===== src/rtl/cache_pkg.sv =====
// Shared constants and FSM state encoding for the cache controller slice.
package cache_pkg;
  localparam int ADDR_W  = 16;
  localparam int DATA_W  = 8;
  localparam int INDEX_W = 7;
  localparam int TAG_W   = ADDR_W - INDEX_W;

  typedef enum logic [2:0] {
    IDLE, LOOKUP, MEM_RD, FILL, WR_CACHE, MEM_WR, DONE
  } state_e;
endpackage


===== src/rtl/cache_stats.sv =====
// Saturating hit/miss counters; instantiated only when CACHE_CTRL_STATS_EN is defined.
module cache_stats (
  input  logic        clk,
  input  logic        rst,
  input  logic        hit_inc,
  input  logic        miss_inc,
  output logic [15:0] hit_cnt,
  output logic [15:0] miss_cnt
);
  logic [15:0] hit_cnt_q, hit_cnt_d;
  logic [15:0] miss_cnt_q, miss_cnt_d;

  function automatic logic [15:0] sat_inc(input logic [15:0] v, input logic inc);
    if (inc && (v != 16'hFFFF)) return v + 16'd1;
    return v;
  endfunction

  always_comb begin
    hit_cnt_d  = sat_inc(hit_cnt_q, hit_inc);
    miss_cnt_d = sat_inc(miss_cnt_q, miss_inc);
  end

  always_ff @(posedge clk) begin
    if (rst) begin
      hit_cnt_q  <= '0;
      miss_cnt_q <= '0;
    end else begin
      hit_cnt_q  <= hit_cnt_d;
      miss_cnt_q <= miss_cnt_d;
    end
  end

  assign hit_cnt  = hit_cnt_q;
  assign miss_cnt = miss_cnt_q;
endmodule


===== src/rtl/cache_ctrl.sv =====
// Direct-mapped cache controller: read-miss fill, write-through/write-allocate.
// Optional hit/miss counters are enabled by defining CACHE_CTRL_STATS_EN.
module cache_ctrl
  import cache_pkg::*;
(
  input  logic              clk_1,
  input  logic              rst,
  input  logic              cpu_req,
  input  logic              cpu_we,
  input  logic [ADDR_W-1:0] cpu_addr,
  input  logic [DATA_W-1:0] cpu_wdata,
  output logic [DATA_W-1:0] cpu_rdata,
  output logic              cpu_ready,
  output logic              c_w_en,
  output logic [ADDR_W-1:0] c_addr,
  output logic [DATA_W-1:0] c_wdata,
  input  logic [DATA_W-1:0] c_rdata,
  input  logic              c_hit,
  output logic              mem_req,
  output logic              mem_we,
  output logic [ADDR_W-1:0] mem_addr,
  output logic [DATA_W-1:0] mem_wdata,
  input  logic [DATA_W-1:0] mem_rdata,
  input  logic              mem_ack
`ifdef CACHE_CTRL_STATS_EN
  ,
  output logic [15:0]       hit_cnt,
  output logic [15:0]       miss_cnt
`endif
);
  state_e            state_q, state_d;
  logic [ADDR_W-1:0] addr_q, addr_d;
  logic [DATA_W-1:0] wdata_q, wdata_d;
  logic [DATA_W-1:0] cpu_rdata_q, cpu_rdata_d;
  logic              cpu_ready_q, cpu_ready_d;
  logic              c_w_en_q, c_w_en_d;
  logic [ADDR_W-1:0] c_addr_q, c_addr_d;
  logic [DATA_W-1:0] c_wdata_q, c_wdata_d;
  logic              mem_req_q, mem_req_d;
  logic              mem_we_q, mem_we_d;
  logic [ADDR_W-1:0] mem_addr_q, mem_addr_d;
  logic [DATA_W-1:0] mem_wdata_q, mem_wdata_d;

  // Outputs are computed for the state being entered, so they are valid throughout it.
  always_comb begin
    state_d     = state_q;
    addr_d      = addr_q;
    wdata_d     = wdata_q;
    cpu_rdata_d = cpu_rdata_q;
    c_addr_d    = c_addr_q;
    c_wdata_d   = c_wdata_q;
    mem_addr_d  = mem_addr_q;
    mem_wdata_d = mem_wdata_q;
    cpu_ready_d = 1'b0;
    c_w_en_d    = 1'b0;
    mem_req_d   = 1'b0;
    mem_we_d    = 1'b0;
    case (state_q)
      IDLE: if (cpu_req) begin
        addr_d   = cpu_addr;
        wdata_d  = cpu_wdata;
        c_addr_d = cpu_addr;
        if (cpu_we) begin
          state_d   = WR_CACHE;
          c_w_en_d  = 1'b1;
          c_wdata_d = cpu_wdata;
        end else begin
          state_d = LOOKUP;
        end
      end
      LOOKUP: if (c_hit == 1'b1) begin
        cpu_rdata_d = c_rdata;
        cpu_ready_d = 1'b1;
        state_d     = DONE;
      end else begin
        mem_req_d  = 1'b1;
        mem_addr_d = addr_q;
        state_d    = MEM_RD;
      end
      MEM_RD: begin
        mem_req_d = 1'b1;
        if (mem_ack) begin
          mem_req_d   = 1'b0;
          cpu_rdata_d = mem_rdata;
          c_wdata_d   = mem_rdata;
          c_addr_d    = addr_q;
          c_w_en_d    = 1'b1;
          state_d     = FILL;
        end
      end
      FILL: begin
        cpu_ready_d = 1'b1;
        state_d     = DONE;
      end
      WR_CACHE: begin
        mem_req_d   = 1'b1;
        mem_we_d    = 1'b1;
        mem_addr_d  = addr_q;
        mem_wdata_d = wdata_q;
        state_d     = MEM_WR;
      end
      MEM_WR: begin
        mem_req_d = 1'b1;
        mem_we_d  = 1'b1;
        if (mem_ack) begin
          mem_req_d   = 1'b0;
          mem_we_d    = 1'b0;
          cpu_ready_d = 1'b1;
          state_d     = DONE;
        end
      end
      DONE:    state_d = IDLE;
      default: state_d = IDLE;
    endcase
  end

  always_ff @(posedge clk_1) begin
    if (rst) begin
      state_q     <= IDLE;
      cpu_rdata_q <= '0;
      cpu_ready_q <= 1'b0;
      c_w_en_q    <= 1'b0;
      c_addr_q    <= '0;
      c_wdata_q   <= '0;
      mem_req_q   <= 1'b0;
      mem_we_q    <= 1'b0;
      mem_addr_q  <= '0;
      mem_wdata_q <= '0;
    end else begin
      state_q     <= state_d;
      cpu_rdata_q <= cpu_rdata_d;
      cpu_ready_q <= cpu_ready_d;
      c_w_en_q    <= c_w_en_d;
      c_addr_q    <= c_addr_d;
      c_wdata_q   <= c_wdata_d;
      mem_req_q   <= mem_req_d;
      mem_we_q    <= mem_we_d;
      mem_addr_q  <= mem_addr_d;
      mem_wdata_q <= mem_wdata_d;
    end
  end

  // Request payload registers carry no control meaning and need no reset.
  always_ff @(posedge clk_1) begin
    addr_q  <= addr_d;
    wdata_q <= wdata_d;
  end

  assign cpu_rdata = cpu_rdata_q;
  assign cpu_ready = cpu_ready_q;
  assign c_w_en    = c_w_en_q;
  assign c_addr    = c_addr_q;
  assign c_wdata   = c_wdata_q;
  assign mem_req   = mem_req_q;
  assign mem_we    = mem_we_q;
  assign mem_addr  = mem_addr_q;
  assign mem_wdata = mem_wdata_q;

`ifdef CACHE_CTRL_STATS_EN
  logic lookup_hit, lookup_miss;
  assign lookup_hit  = (state_q == LOOKUP) && (c_hit == 1'b1);
  assign lookup_miss = (state_q == LOOKUP) && !(c_hit == 1'b1);

  cache_stats u_stats (
    .clk      (clk_1),
    .rst      (rst),
    .hit_inc  (lookup_hit),
    .miss_inc (lookup_miss),
    .hit_cnt  (hit_cnt),
    .miss_cnt (miss_cnt)
  );
`endif
endmodule


===== config.mk =====
export PLATFORM = sky130hd
export DESIGN_NAME = cache_ctrl
export DESIGN_NICKNAME = d
export VERILOG_FILES = /design/src/rtl/cache_pkg.sv /design/src/rtl/cache_stats.sv /design/src/rtl/cache_ctrl.sv
export SDC_FILE = /design/constraint.sdc
export NUM_CORES = 1
export LEC_CHECK = 0
export CORE_MARGIN = 5
export CORE_UTILIZATION = 36
export CTS_BUF_LIST = sky130_fd_sc_hd__clkbuf_2
export DETAILED_ROUTE_END_ITERATION = 10
export PLACE_DENSITY = 0.69
export SLEW_MARGIN = 10
export SYNTH_ARGS = -nofsm -noshare
export SYNTH_HDL_FRONTEND = slang
export SYNTH_SLANG_ARGS = --single-unit

===== constraint.sdc =====
create_clock -name clk_1 -period 3 [get_ports clk_1]
set_input_delay 0.9 -clock clk_1 [delete_from_list [all_inputs] [get_ports clk_1]]
set_output_delay 0.9 -clock clk_1 [all_outputs]
set_load 0.005 [all_outputs]

Word level (Yosys, flattened, before mapping)
Index checks and enable logic that the tools add are counted.
- flip-flop bits (word level): 87
- bits of input ports: 46
- output and inout port bits: 60
- logic and storage cells: 61
- equal/unequal tests: 11
- muxes and demuxes: 27
- reductions and logical operators: 11
- operator list (kind ; number):
    $pmux W16 S2 ; 2
    $mux W16 ; 3
    $mux W8 ; 4
    $pmux W8 S2 ; 2
    $pmux W3 S6 ; 1
    $mux W3 ; 5
    $ne A2 B2 Y1 const B ; 6
    $reduce_and A3 Y1 ; 3
    $eq A3 B2 Y1 const B ; 2
    $eq A3 B3 Y1 const B ; 2
    $mux W1 ; 6
    $pmux W1 S3 ; 2
    $reduce_bool A2 Y1 ; 3
    $pmux W1 S2 ; 2
    $reduce_and A2 Y1 ; 2
    $reduce_and A4 Y1 ; 1
    $eq A3 B1 Y1 const B ; 1
    $logic_not A3 Y1 ; 1
    $reduce_or A2 Y1 ; 1

Longest topological paths before layout
Gate-level depths: netlist of the first run.
- depth in word-level cells: 3
- depth in mapped cells: 6

Least setup slack after synthesis of the first run
OpenSTA, ideal clock, no wires.
- path type: input -> register
- start point: input cpu_req
- end point: register c_wdata_q[0], in the netlist c_wdata[0]
- library setup time: 0.091 ns
- data arrival time: 2.371 ns
- path slack: 0.538 ns
- stages on the path: 3
- buffers on the path: 0
- cell sequence: nor4b_4 > a211oi_1 > a311oi_1
- longest elaborated chain between the ends: 2
- RTL lines (element ; line ; source):
    from (decl) ; cache_ctrl.sv:8 ; input logic cpu_req,
    $ne A2 B2 Y1 (no line) ; - ;
    $reduce_and A4 Y1 (no line) ; - ;
    to (signal assigned) ; cache_ctrl.sv:135 ; c_wdata_q <= c_wdata_d;
    to (decl) ; cache_ctrl.sv:38 ; logic [DATA_W-1:0] c_wdata_q, c_wdata_d;
No other way between the ends.
A chain may end at the register's enable or synchronous reset.

Worst setup path in the final report of the first run
- start point: register c_addr_q[3], in the netlist c_addr[3]
- end point: output c_addr[3]
- RTL lines (element ; line ; source):
    from (decl) ; cache_ctrl.sv:37 ; logic [ADDR_W-1:0] c_addr_q, c_addr_d;
    from (signal assigned) ; cache_ctrl.sv:134 ; c_addr_q <= c_addr_d;
    to (decl) ; cache_ctrl.sv:15 ; output logic [ADDR_W-1:0] c_addr,
No word-level cell between the ends.

==> impl_metrics.json, run 1 <==
{
  "tns_ns": 0,
  "fp.dieW_um": 111,
  "post_cts_resized": 0,
  "maxCapViolCount": 0,
  "ys_warn_count": 0,
  "period_share": 0.782,
  "root_buffer": "clkbuf_2",
  "wl_um": 9400,
  "synthAdderAreaFrac": 0,
  "fmax_mhz": 426,
  "gp_congestion": 0.768,
  "slew_violations": 0,
  "crit_start": "c_addr[3]$_SDFFE_PP0P_",
  "syn-cell-area_mm2": 0.00364,
  "synth_top_family_by_area": "simple AND/OR/NAND/NOR gates",
  "core_area_mm2": 0.00982,
  "cp_top_family": "buffers and inverters",
  "min_from": "mem_addr[11]$_SDFFE_PP0P_",
  "clk_pin_slew_ns": 0.23,
  "finalCriticalPeriod_ns": 2.35,
  "end_kind": "output port",
  "ctsHtreeMaxLevel": 3,
  "drive_above_1_share": 0.0831,
  "synth_common_cells": "dfxtp_1 (63), nand2_1 (59), nand2b_1 (32), a311oi_1 (30), mux2i_1 (25)",
  "fin_nets": 486,
  "synth-compound-area-share": 0.141,
  "synth_ff_type": "dfxtp_1",
  "antenna_found_initial": 0,
  "ff2ff_path_depth": 4,
  "worstPathMaxFanout": 2,
  "power_density_mw_per_mm2": 620,
  "ys_top_cells_by_area": "dfxtp_1 (35%), edfxtp_1 (20%), a311oi_1 (7.2%)",
  "synth.lib_cells_used.distinct": 38,
  "fillers": 971,
  "grt_pass1_wl_um": 14800,
  "tightest_slew_ns": 0.698,
  "min_path_type": "flop to flop",
  "seq_area_frac_synth": 0.545,
  "muxShareOfSynthArea": 0.0730,
  "ir_drop_v": 0.000270,
  "min_delay_path_depth": 2,
  "final-setup-viol-count": 0,
  "synth_edf_count": 24,
  "drtIter0Drc": 92,
  "start_util": 0.370,
  "ys_seq_elements": 87,
  "hold_viol": 0,
  "numCtsBuffers": 9,
  "track_usage": 0.148,
  "syn-mean-instance-area_um2": 10.6,
  "reg2reg_slack_ns": 1.00,
  "p_leak_nw": 1.71,
  "cpMaxStageDelayCell": "clkdlybuf4s50_1",
  "area_growth_pct": 34.0,
  "cts_hold_buf": 0,
  "vias_per_cell": 5.01,
  "worstSetupPathType": "flop to output port",
  "slowest_delay_ns": 0.53,
  "clock-sinks": 87,
  "outcome": "finished, final reports clean",
  "r2r_end": "c_addr[12]$_SDFFE_PP0P_",
  "crit_buf_inv": 1,
  "placementRows": 36,
  "vias": 2897,
  "cts_setup_buffers": 0,
  "critPathLaunchType": "flop",
  "cp_data_arrival_time_ns": 1.45,
  "worstPathRequired_ns": 2.10,
  "synth_top_area_cell": "dfxtp_1",
  "die_area_mm2": 0.0122,
  "port-buffer-count": 105,
  "hpwl_um": 6830,
  "relSlewSlack": 0.535,
  "ioPinCount": 106,
  "drc_errors": 0,
  "yosys.area_share.simple": 0.189,
  "synth_xor_area_frac": 0,
  "die_h_um": 111,
  "synth_nets": 389,
  "grt_max_degree": 44,
  "hold_path_end": "mem_addr[11]$_SDFFE_PP0P_",
  "synth_top_cell_area_share": 0.347,
  "synthCells": 343,
  "worstSkewPairLatency_ns": 0.51,
  "synth.most_common_cell": "dfxtp_1",
  "antenna_left": 0,
  "cp_cell_sequence": "clkdlybuf4s50_1",
  "overflow": 0,
  "final_core_utilization": 0.496,
  "rsz0062_at_grt": "no",
  "avgRoutedWirePerCell_um": 16.3,
  "diodes": 0,
  "cts_buffer_depth": 2,
  "tritoncts": "done",
  "fin_skew_ns": 0.0150,
  "regToRegStartpoint": "state_q[1]$_SDFFE_PP0P_",
  "grt_pass1_vias": 2847,
  "first_pass_iters": 4,
  "ys_async_sr_fraction": 0
}
-- stage by stage --
step                      cell area, µm²  setup slack [ns]  cells  hold WS, ns  power, W
after floorplan                     3640             0.538    343        0.456   0.00202
after CTS                           4870             0.580    578        0.494   0.00306
final                               4870             0.654    578        0.490   0.00302
after global routing                4870             0.551    578        0.511   0.00320
after detailed placement            4760             0.316    562        0.460   0.00245
after global placement              4760             0.419    562        0.458   0.00243
-- cells in the final DEF, fill, tap and decap left out, drive strengths merged, types with 10 or more instances in the layout --
cell	instances
nor2	11
buf	12
dfxtp	63
a211oi	10
a21oi	20
edfxtp	24
nand2b	32
clkdlybuf4s50	104
nor3	10
nand2	59
a311oi	31
mux2i	25
-- how the worst max path moves through the flow --
| stage | end | slack [ns] | depth (start not counted) |
|---|---|---|---|
| after global placement | c_addr[12]$_SDFFE_PP0P_ | 0.42 | 5 |
| after floorplan | c_wdata[0]$_SDFFE_PP0P_ | 0.54 | 3 |
| after detailed placement | c_addr[12]$_SDFFE_PP0P_ | 0.32 | 5 |
| after CTS | c_addr[14] | 0.58 | 1 |
| after global routing | c_addr[12] | 0.55 | 1 |
| final | c_addr[3] | 0.65 | 1 |
-- state kept, by name (all words and copies together), names as in the netlist --
name and cells:
c_addr 16, state_q 3, mem_req 1, mem_addr 16, c_wdata 8, mem_wdata 8, addr_q 16, c_w_en 1
wdata_q 8, cpu_rdata 8, cpu_ready 1, mem_we 1
-- cells by family after synthesis --
family	count (synthesis)
AO/OA/AOI/OAI	69
buffers and inverters	31
flip-flops	87
multiplexers	26
AND/OR/NAND/NOR	130
-- layout make-up --
| cell class | count | area (µm²) | area share |
|---|---|---|---|
| Inverter | 1 | 3.75 | 0.000770 |
| Clock inverter | 7 | 70.1 | 0.0144 |
| Timing Repair Buffer | 116 | 1140 | 0.234 |
| Clock buffer | 9 | 45.0 | 0.00924 |
| Tap cell | 133 | 166 | 0.0342 |
| Sequential cell | 87 | 1980 | 0.407 |
| Multi-Input combinational cell | 225 | 1460 | 0.300 |
-- layer usage --
layer	routed length, µm	GRT usage	part of all wire	vias to the layer above
li1	-	-	-	1428
met1	4190	0.188	0.45	1369
met2	4580	0.241	0.49	88
met3	484	0.0383	0.052	12
met4	148	0.0558	0.016	0
met5	0	0	0	-
-- power by group --
part,switching (W),total (W),internal [W]
registers,0.000123,0.00152,0.00140
clock network,0.000408,0.000603,0.000196
logic,0.000404,0.000893,0.000489
No activity file was read; power rests on OpenSTA's default activity.
==> run 2: changes to the inputs <==
Settings changed: PLACE_DENSITY 0.69 to 0.72.
Clock period 3 ns to 1.9 ns, I/O delays scaled along.
==> run 2 against run 1 <==
  * First-iteration DRC count grew 40%
  * Critical endpoint is now c_wdata[7]
  * Critical path depth is the same
  * Highest routed layer unchanged
  * Setup slack lost 0.49 ns
  * Register-to-register slack lost 0.78 ns
  * Sequential share of layout area shrank 0.24 points
  * Sequential power grew 59%
  * Largest power group unchanged
  * Via count grew 3.3%
  * Utilization grew 2.1 points
==> impl_metrics.json, run 2 (same netlist as run 1, synthesis figures left out) <==
{
  "diodes": 0,
  "worstSkewPairLatency_ns": 0.51,
  "core_area_mm2": 0.00982,
  "area_growth_pct": 39.6,
  "tightest_slew_ns": 0.417,
  "drive_above_1_share": 0.256,
  "vias_per_cell": 4.97,
  "antenna_found_initial": 0,
  "outcome": "finished, final reports clean",
  "worstPathMaxFanout": 2,
  "cp_top_family": "flip-flops",
  "ff2ff_path_depth": 6,
  "min_path_type": "flop to flop",
  "vias": 2992,
  "grtUsageMet3": 0.0312,
  "fin_nets": 510,
  "endpoint": "c_wdata[7]",
  "cp_data_arrival_time_ns": 1.17,
  "cts_hold_buf": 0,
  "layout_common_cells": "dlygate4sd2_1 (60), nand2_1 (59), dfxtp_2 (57)",
  "grt_use_met1": 0.203,
  "slowest_delay_ns": 0.38,
  "crit_start": "c_wdata[7]$_SDFFE_PP0P_",
  "clock-sinks": 87,
  "ir_drop_v": 0.000402,
  "tritoncts": "done",
  "layout.cells.non_filler": 602,
  "ctsHtreeMaxLevel": 3,
  "port-buffer-count": 105,
  "fin_skew_ns": 0.0275,
  "path_depth": 1,
  "cpMaxStageDelayCell": "dfxtp_2",
  "ioPinCount": 106,
  "hpwl_um": 6900,
  "grt_pass1_vias": 3005,
  "relSlewSlack": 0.722,
  "avgRoutedWirePerCell_um": 16.1,
  "reg2reg_slack_ns": 0.22,
  "grt_max_degree": 80,
  "r2r_end": "cpu_rdata[4]$_SDFFE_PP0P_",
  "worstPathRequired_ns": 1.33,
  "regToRegStartpoint": "state_q[2]$_SDFFE_PP0P_",
  "total_power_w": 0.00473,
  "dp_cells": 578,
  "antenna_left": 0,
  "fp.dieW_um": 111,
  "rsz0062_at_grt": "no",
  "top_usage_layer": "met2",
  "mostFrequentLayoutCell": "dlygate4sd2_1",
  "final-setup-viol-count": 0,
  "cts_buffer_depth": 2,
  "finalCriticalPeriod_ns": 1.74,
  "end_kind": "output port",
  "numCtsBuffers": 9,
  "start_util": 0.370,
  "die_area_mm2": 0.0122,
  "clk_pin_slew_ns": 0.27,
  "multi_input_comb_area_mm2": 0.00147,
  "worstSetupPathType": "flop to output port",
  "drtIter0Drc": 129,
  "root_buffer": "clkbuf_2",
  "hold_viol": 0,
  "gp_congestion": 0.805,
  "overflow": 0,
  "dp_slack_ns": -0.315,
  "grt_pass1_wl_um": 15900,
  "cp_cell_sequence": "dlygate4sd2_1",
  "critPathLaunchType": "flop",
  "fillers": 947,
  "drc_errors": 0,
  "fmax_mhz": 576,
  "slew_violations": 0,
  "track_usage": 0.158,
  "p_leak_nw": 2.11,
  "crit_buf_inv": 1,
  "placementRows": 36,
  "wl_um": 9700,
  "tns_ns": 0,
  "use_met2": 0.266,
  "maxCapViolCount": 0,
  "first_pass_iters": 4,
  "fin_ws_ns": 0.165,
  "die_h_um": 111,
  "regArea_mm2": 0.00205,
  "period_share": 0.913,
  "power_density_mw_per_mm2": 931
}
[run 2: changes by cell type in the layout (fill, tap and decap cells not counted), sizes merged]
cell           change
clkbuf             +1
buf               +24
clkdlybuf4s50     -60
bufinv             -1
dlygate4sd2       +60
[run 2: cell type report]
cell class | instances | share of cell area
Clock buffer | 10 | 0.00986
Clock inverter | 6 | 0.0101
Inverter | 1 | 0.000739
Multi-Input combinational cell | 225 | 0.289
Sequential cell | 87 | 0.404
Tap cell | 133 | 0.0328
Timing Repair Buffer | 140 | 0.253
[run 2: timing repair]
action / 4_1_cts / 5_1_grt
gates resized for setup: 116 / 3
endpoints found under the setup margin: 60 / 18
setup buffers: 8 / 0
[run 2: layer usage]
metal  part of all wire  up-vias
li1                   -     1468
met1               0.46     1434
met2               0.49       81
met3              0.037        9
met4              0.013        0
met5                  0        -
[run 2: worst min-delay path by stage]
stage	startpoint	endpoint	slack (ns)	depth (start not counted)
6_report	mem_addr[9]$_SDFFE_PP0P_	mem_addr[9]$_SDFFE_PP0P_	0.48	2
5_1_grt	rst	mem_wdata[0]$_SDFFE_PP0N_	0.47	3
4_1_cts	rst	mem_wdata[0]$_SDFFE_PP0N_	0.46	3
3_5_place_dp	mem_addr[14]$_SDFFE_PP0P_	mem_addr[14]$_SDFFE_PP0P_	0.46	2
3_3_place_gp	mem_addr[9]$_SDFFE_PP0P_	mem_addr[9]$_SDFFE_PP0P_	0.46	2
2_1_floorplan	wdata_q[0]$_DFFE_PP_	mem_wdata[0]$_SDFFE_PP0N_	0.46	2
[run 2: power breakdown]
group / internal (W) / switching (W)
Clock: 0.000199 / 0.000672
Combinational: 0.000752 / 0.000700
Sequential: 0.00225 / 0.000159
Total: 0.00320 / 0.00153
[run 2: metrics by stage]
| stage | hold slack [ns] | util | area, µm² |
|---|---|---|---|
| floorplan | 0.456 | - | 3640 |
| global placement | 0.461 | 0.501 | 4910 |
| detailed placement | 0.460 | 0.501 | 4910 |
| CTS | 0.464 | 0.516 | 5070 |
| global route | 0.466 | 0.517 | 5080 |
| finish | 0.484 | 0.517 | 5080 |
[run 2: worst register-to-register path, stage by stage (launching register included)]
cell	delay (ns)
dfxtp_1	0.43
buf_4	0.20
nor4bb_2	0.33
buf_4	0.23
buf_4	0.12
nor3_1	0.04
a311oi_1	0.26
